$ cat src/rtl/multichannel_accumulator_pkg.sv
// Shared types and arithmetic for the multichannel accumulator.
// sat_add works on 64-bit sign-extended operands so one function serves any
// accumulator width up to 64 bits.
package multichannel_accumulator_pkg;

  typedef enum logic [1:0] {
    ST_IDLE  = 2'd0,
    ST_ACCUM = 2'd1,
    ST_HOLD  = 2'd2
  } state_e;

  localparam int MaxWidth = 64;

  typedef struct packed {
    logic [MaxWidth-1:0] sum;
    logic                ovf;
  } add_res_t;

  // Signed add of two values that are valid in 'width' bits; flags overflow
  // of a width-bit result and either clamps or wraps it.
  function automatic add_res_t sat_add(input logic [MaxWidth-1:0] a,
                                       input logic [MaxWidth-1:0] b,
                                       input int                  width,
                                       input logic                saturate);
    logic [MaxWidth:0]   full;
    logic [MaxWidth-1:0] wrapped;
    logic [MaxWidth-1:0] max_v;
    logic [MaxWidth-1:0] min_v;
    logic                top;
    add_res_t            res;
    full = {a[MaxWidth-1], a} + {b[MaxWidth-1], b};
    top  = 1'b0;
    for (int i = 0; i < MaxWidth; i++) begin
      if (i == width - 1) top = full[i];
    end
    for (int i = 0; i < MaxWidth; i++) begin
      wrapped[i] = (i < width) ? full[i] : top;
      max_v[i]   = (i < width - 1);
      min_v[i]   = (i >= width - 1);
    end
    res.ovf = (wrapped != full[MaxWidth-1:0]) || (full[MaxWidth] != full[MaxWidth-1]);
    if (res.ovf && saturate) begin
      // full[MaxWidth] is the true sign of the unbounded sum.
      res.sum = full[MaxWidth] ? min_v : max_v;
    end else begin
      res.sum = wrapped;
    end
    return res;
  endfunction

endpackage

$ cat src/rtl/multichannel_accumulator_lane.sv
// One accumulator lane: holds the running sum and its sticky overflow flag.
// The top-level FSM decides when the lane loads, adds or clears.
module acc_lane
  import multichannel_accumulator_pkg::*;
#(
  parameter int DataWidth = 8,
  parameter int AccWidth  = 32,
  parameter bit Saturate  = 1'b1
) (
  input  logic                 clock,
  input  logic                 reset_ni,
  input  logic                 clear_i,
  input  logic                 load_i,
  input  logic                 add_i,
  input  logic [DataWidth-1:0] op_i,
  output logic [AccWidth-1:0]  acc_o,
  output logic                 ovf_o
);

  logic [AccWidth-1:0] r_acc;
  logic                r_ovf;
  logic [MaxWidth-1:0] w_acc_ext;
  logic [MaxWidth-1:0] w_op_ext;
  add_res_t            w_res;
  logic                w_unused_bits;

  assign w_acc_ext     = MaxWidth'($signed(r_acc));
  assign w_op_ext      = MaxWidth'($signed(op_i));
  assign w_res         = sat_add(w_acc_ext, w_op_ext, AccWidth, Saturate);
  // Only the low AccWidth bits of the sum are kept.
  assign w_unused_bits = ^w_res.sum;

  // Accumulator and sticky overflow: clear wins, then load, then add.
  always_ff @(posedge clock or negedge reset_ni) begin
    if (!reset_ni) begin
      r_acc <= '0;
      r_ovf <= 1'b0;
    end else if (clear_i) begin
      r_acc <= '0;
      r_ovf <= 1'b0;
    end else if (load_i) begin
      r_acc <= AccWidth'($signed(op_i));
      r_ovf <= 1'b0;
    end else if (add_i) begin
      r_acc <= w_res.sum[AccWidth-1:0];
      r_ovf <= r_ovf | w_res.ovf;
    end
  end

  assign acc_o = r_acc;
  assign ovf_o = r_ovf;

endmodule

$ cat src/rtl/multichannel_accumulator.sv
// Multichannel accumulator: NumChannels signed lanes summed over a window of
// beats closed by last_i; the result is held until the consumer takes it.
// Handshake: a beat transfers when in_valid_i && in_ready_o (in_ready_o is
// high in IDLE/ACCUM); a result transfers when out_valid_o && out_ready_i
// (out_valid_o is high only in HOLD). clear_i overrides both.
module multichannel_accumulator
  import multichannel_accumulator_pkg::*;
#(
  parameter int DataWidth   = 8,
  parameter int AccWidth    = 32,
  parameter int NumChannels = 4,
  parameter int Saturate    = 1,
  parameter int CountWidth  = 16
) (
  input  logic                                  clock,
  input  logic                                  reset_ni,
  input  logic                                  clear_i,
  input  logic                                  in_valid_i,
  output logic                                  in_ready_o,
  input  logic [NumChannels-1:0][DataWidth-1:0] op_i,
  input  logic                                  last_i,
  output logic                                  out_valid_o,
  input  logic                                  out_ready_i,
  output logic [NumChannels-1:0][AccWidth-1:0]  acc_o,
  output logic [NumChannels-1:0]                overflow_o,
  output logic [CountWidth-1:0]                 beat_count_o,
  output state_e                                state_o
);

  state_e                r_state;
  state_e                w_next_state;
  logic                  w_accept;
  logic                  w_load;
  logic                  w_add;
  logic [CountWidth-1:0] r_count;

  // State register.
  always_ff @(posedge clock or negedge reset_ni) begin
    if (!reset_ni) r_state <= ST_IDLE;
    else           r_state <= w_next_state;
  end

  // Next-state logic; clear forces IDLE regardless of beats or handshakes.
  always_comb begin
    w_next_state = r_state;
    if (clear_i) begin
      w_next_state = ST_IDLE;
    end else begin
      unique case (r_state)
        ST_IDLE, ST_ACCUM: if (in_valid_i) w_next_state = last_i ? ST_HOLD : ST_ACCUM;
        ST_HOLD:           if (out_ready_i) w_next_state = ST_IDLE;
        default:           w_next_state = ST_IDLE;
      endcase
    end
  end

  // Output decode: handshake flags and the lane load/add strobes.
  always_comb begin
    in_ready_o  = (r_state != ST_HOLD);
    out_valid_o = (r_state == ST_HOLD);
    w_accept    = in_valid_i && (r_state != ST_HOLD) && !clear_i;
    w_load      = w_accept && (r_state == ST_IDLE);
    w_add       = w_accept && (r_state == ST_ACCUM);
  end

  // Beat counter, saturating at all-ones.
  always_ff @(posedge clock or negedge reset_ni) begin
    if (!reset_ni) begin
      r_count <= '0;
    end else if (clear_i) begin
      r_count <= '0;
    end else if (w_load) begin
      r_count <= CountWidth'(1);
    end else if (w_add && (r_count != '1)) begin
      r_count <= r_count + CountWidth'(1);
    end
  end

  assign beat_count_o = r_count;
  assign state_o      = r_state;

  for (genvar g = 0; g < NumChannels; g++) begin : g_lane
    acc_lane #(
      .DataWidth(DataWidth),
      .AccWidth (AccWidth),
      .Saturate (Saturate != 0)
    ) u_lane (
      .clock   (clock),
      .reset_ni(reset_ni),
      .clear_i (clear_i),
      .load_i  (w_load),
      .add_i   (w_add),
      .op_i    (op_i[g]),
      .acc_o   (acc_o[g]),
      .ovf_o   (overflow_o[g])
    );
  end

endmodule

$ cat config.mk
export PLATFORM = sky130hd
export DESIGN_NAME = multichannel_accumulator
export DESIGN_NICKNAME = d
export VERILOG_FILES = /design/src/rtl/multichannel_accumulator_pkg.sv /design/src/rtl/multichannel_accumulator_lane.sv /design/src/rtl/multichannel_accumulator.sv
export SDC_FILE = /design/constraint.sdc
export NUM_CORES = 1
export LEC_CHECK = 0
export BUFFER_PORTS_ARGS = -buffer_cell sky130_fd_sc_hd__buf_2
export CAP_MARGIN = 10
export CORE_MARGIN = 5
export CORE_UTILIZATION = 30
export DETAILED_ROUTE_END_ITERATION = 16
export GPL_TIMING_DRIVEN = 0
export SYNTH_ARGS = -nofsm -noshare
export SYNTH_HDL_FRONTEND = slang
export SYNTH_SLANG_ARGS = --single-unit
$ cat constraint.sdc
create_clock -name clock -period 6.8 [get_ports clock]
set_input_delay 1.36 -clock clock [delete_from_list [all_inputs] [get_ports clock]]
set_output_delay 1.36 -clock clock [all_outputs]
set_load 0.05 [all_outputs]
==> reports/qor.txt <==
Tightest Pin Transition = 0.872 ns
HP Class = flop to flop
CTS tree = done
vias = 13400
leakage power = 7.70 nW
Post-Synth Adder-Cell Area = 0.125
Comb power frac = 0.501
Post-CTS Setup Bufs = 0
layout cells sized above 1 = 0.153
# rows = 78
Clock Skew = 0.0114 ns
Main synth FF type = dfrtp_1
fraction of registers with async set/reset = 1.00
Synth Cell Area = 13600 um2
critical path data required time = 7.16 ns
Synth Area in Compound Gates = 0.311
Yosys warning total = 0
XOR/XNOR Fraction of Synth Area = 0.0663
f_max = 0.213 GHz
Setup WS pre-CTS = 1.61 ns
Reg2Reg Depth = 12
worst path cell trace = buf_2 -> ha_1 -> and3_1 -> clkbuf_1 -> a31oi_1 -> nand2_2 -> a21o_1 -> a41o_1 -> mux2i_1 -> clkbuf_1 -> nand2_1 -> a221o_1
mux cell area share after synthesis = 0.00552
power per cell area = 272 nW/um2
Core Region = 45100 um2
Cell Area, Placed = 15300 um2
vias in the first global route = 13200
EDFF count, synth = 0
setup TNS = 0 ns
largest net degree at the start of global routing = 81
Worst-Skew Late Latency = 0.49 ns
Max IR drop VDD = 0.139 mV
Antenna Nets Post-Route = 0
crit share post-route = 0.691
I/O pin count = 190
clock sink total = 150
Final Max Tran Viols = 0
Switching Share = 0.455
RR Startpoint = g_lane[2].u_lane.acc_o[0]
status = completed
Root Driver = clkbuf_16
total grt overflow = 0
RSZ-0062 raised after global routing = no
die width = 223 um
Initial Utilization = 0.302
final setup fails = 0
Synth Area per Inst = 8.18 um2
GRT Util Overall = 0.179
final wirelength = 44900 um
largest family of logic cells by synthesized area = compound AO/OA/AOI/OAI gates
Final nets = 2042
worst hold stages = 2
Worst Hold End = g_lane[2].u_lane.ovf_o
flop and latch count out of synthesis = 150
port bufs = 189
most used cell along the critical path = clkbuf_1
first-pass GRT wire length = 72100 um
area grow syn2layout = 17.3%
clock slew at reported path FFs = 0.07 ns
worst reg2reg endpoint = g_lane[2].u_lane.acc_o[25]
Vias per Instance = 5.41
simple-gate share of the synthesized area = 0.181
Slew headroom = 0.419
Post-CTS Resized = 0
Min Clock Period, post-route = 4.70 ns
Post-Synthesis Cells = 1662
CP Class = primary input to flop
hold-fix buffers at CTS = 0
r2r setup slk = 2.89 ns
Sw Pwr = 0.00197 W
Setup WS post-layout = 2.10 ns
Initial DRT Pass Iterations = 7
initial antenna violation count = 1
Slowest cell on crit path = buf_2
sequential share of power = 0.257
# DRC = 0
CTS buffer count = 17
Startpoint Class = primary input
# Max-Cap Violations = 0
Initial DRC Count = 851
worst-path fanout max = 28
crit path DAT = 5.06 ns
die area = 49700 um2
endpoints failing hold = 0
post-DP HPWL = 34200 um
hold_sp = g_lane[2].u_lane.ovf_o
Clk pwr share = 0.242
WL per Instance = 18.1 um
H-tree depth = 4
Internal = 0.00237 W
Clock Tree Buf Depth = 2
Design Area, Final = 16000 um2
Die H = 223 um
syn_nets = 1833
register area share after synthesis = 0.276
RD Place Congestion = 0.906
slowest stage delay, CP = 0.50 ns
crit path capture type = flop
library cells used by synthesis = 93
[Yosys cell counts, drive strengths merged, types with 13 or more instances]
cell type | instances | area [um2]
nor2 | 132 | 495
buf | 25 | 169
nand2b | 13 | 81.3
xnor2 | 66 | 578
o211ai | 21 | 158
inv | 31 | 116
o31ai | 13 | 103
a21oi | 137 | 704
a221o | 28 | 280
ha | 129 | 1610
and3 | 23 | 144
nand2 | 189 | 712
and2 | 14 | 87.6
nand3 | 36 | 180
a31oi | 25 | 171
nand4 | 14 | 87.6
xor2 | 37 | 324
o21a | 24 | 180
o22ai | 16 | 100
dfrtp | 150 | 3750
o21ai | 197 | 1030
nor2b | 20 | 133
a21o | 57 | 428
nor3 | 38 | 190
a211oi | 24 | 195
clkbuf | 54 | 204
[per-stage QoR]
step | util | cells | hold WS, ns | power, W
2_1_floorplan | - | 1662 | 0.451 | 0.00276
3_3_place_gp | 0.339 | 2451 | 0.466 | 0.00327
3_5_place_dp | 0.340 | 2452 | 0.473 | 0.00330
4_1_cts | 0.354 | 2483 | 0.489 | 0.00438
5_1_grt | 0.354 | 2484 | 0.531 | 0.00464
6_report | 0.354 | 2484 | 0.485 | 0.00434
[metal layers]
layer / vias up / wire length [um] / track usage
met2: 287 / 21300 / 0.293
li1: 6648 / - / -
met3: 41 / 2080 / 0.0480
met5: - / 0 / 0
met4: 0 / 730 / 0.0508
met1: 6463 / 20800 / 0.233
[area by class of cell]
type,instances,area (um2)
multi-input cells,1402,9360
flip-flops and latches,150,3750
clock buffers,23,498
inverters,31,116
diodes,1,2.50
fillers,4803,29100
repair buffers,190,983
well taps,600,751
plain buffers,79,373
clock inverters,8,120
[worst max-delay path by stage]
stage | slack, ns | end | from | depth (start not counted)
final | 2.10 | g_lane[2].u_lane.acc_o[25] | op_i[23] | 12
after global placement | 1.64 | g_lane[2].u_lane.acc_o[28] | op_i[23] | 12
after CTS | 2.13 | g_lane[2].u_lane.acc_o[25] | op_i[23] | 12
after global routing | 1.68 | g_lane[0].u_lane.acc_o[17] | op_i[7] | 13
after detailed placement | 1.61 | g_lane[2].u_lane.acc_o[25] | op_i[23] | 12
after floorplan | 2.69 | g_lane[1].u_lane.acc_o[20] | op_i[8] | 11
[critical path: cells and delay by family]
family | cells | cell delay (ns)
buffers and inverters | 3 | 1.18
AOI/OAI and AO/OA | 4 | 1.16
muxes | 1 | 0.50
and+or+nand+nor | 3 | 0.44
adders and majority gates | 1 | 0.40
[power by group through the flow]
stage / Combinational (W) / Sequential [W] / Clock (W)
floorplan: 0.00127 / 0.00149 / 0
global placement: 0.00214 / 0.00113 / 0
detailed placement: 0.00217 / 0.00113 / 0
CTS: 0.00218 / 0.00111 / 0.00109
global route: 0.00239 / 0.00113 / 0.00112
finish: 0.00217 / 0.00111 / 0.00105
[registers in the layout, summed over array words and instances, names as in the netlist]
signal and cells:
state_o 2, beat_count_o 16, g_lane.u_lane.ovf_o 4, g_lane.u_lane.acc_o 128
[kinds of logic after synthesis]
logic type / count (synthesis)
multiplexers: 6
buffers and inverters: 110
XOR/XNOR: 103
flip-flops: 150
AO/OA/AOI/OAI: 636
AND/OR/NAND/NOR: 524
adder cells (fa/ha/maj): 133
[cell usage in the layout, fill, tap and decap left out, types with 23 or more instances in the layout]
| cell type | netlist | routed |
|---|---|---|
| inv_1 | 31 | 31 |
| nand2_1 | 188 | 188 |
| xor2_1 | 37 | 37 |
| clkbuf_1 | 53 | 54 |
| a221o_1 | 28 | 28 |
| a21o_1 | 57 | 57 |
| a21oi_1 | 134 | 134 |
| nor3_1 | 38 | 38 |
| and3_1 | 23 | 23 |
| nand3_1 | 36 | 36 |
| o21ai_0 | 172 | 172 |
| buf_2 | 12 | 200 |
| xnor2_1 | 66 | 66 |
| o21a_1 | 24 | 24 |
| dfrtp_1 | 150 | 150 |
| ha_1 | 129 | 129 |
| a31oi_1 | 24 | 24 |
| nor2_1 | 132 | 132 |
Note: power is estimated with default switching activity, not from simulation.
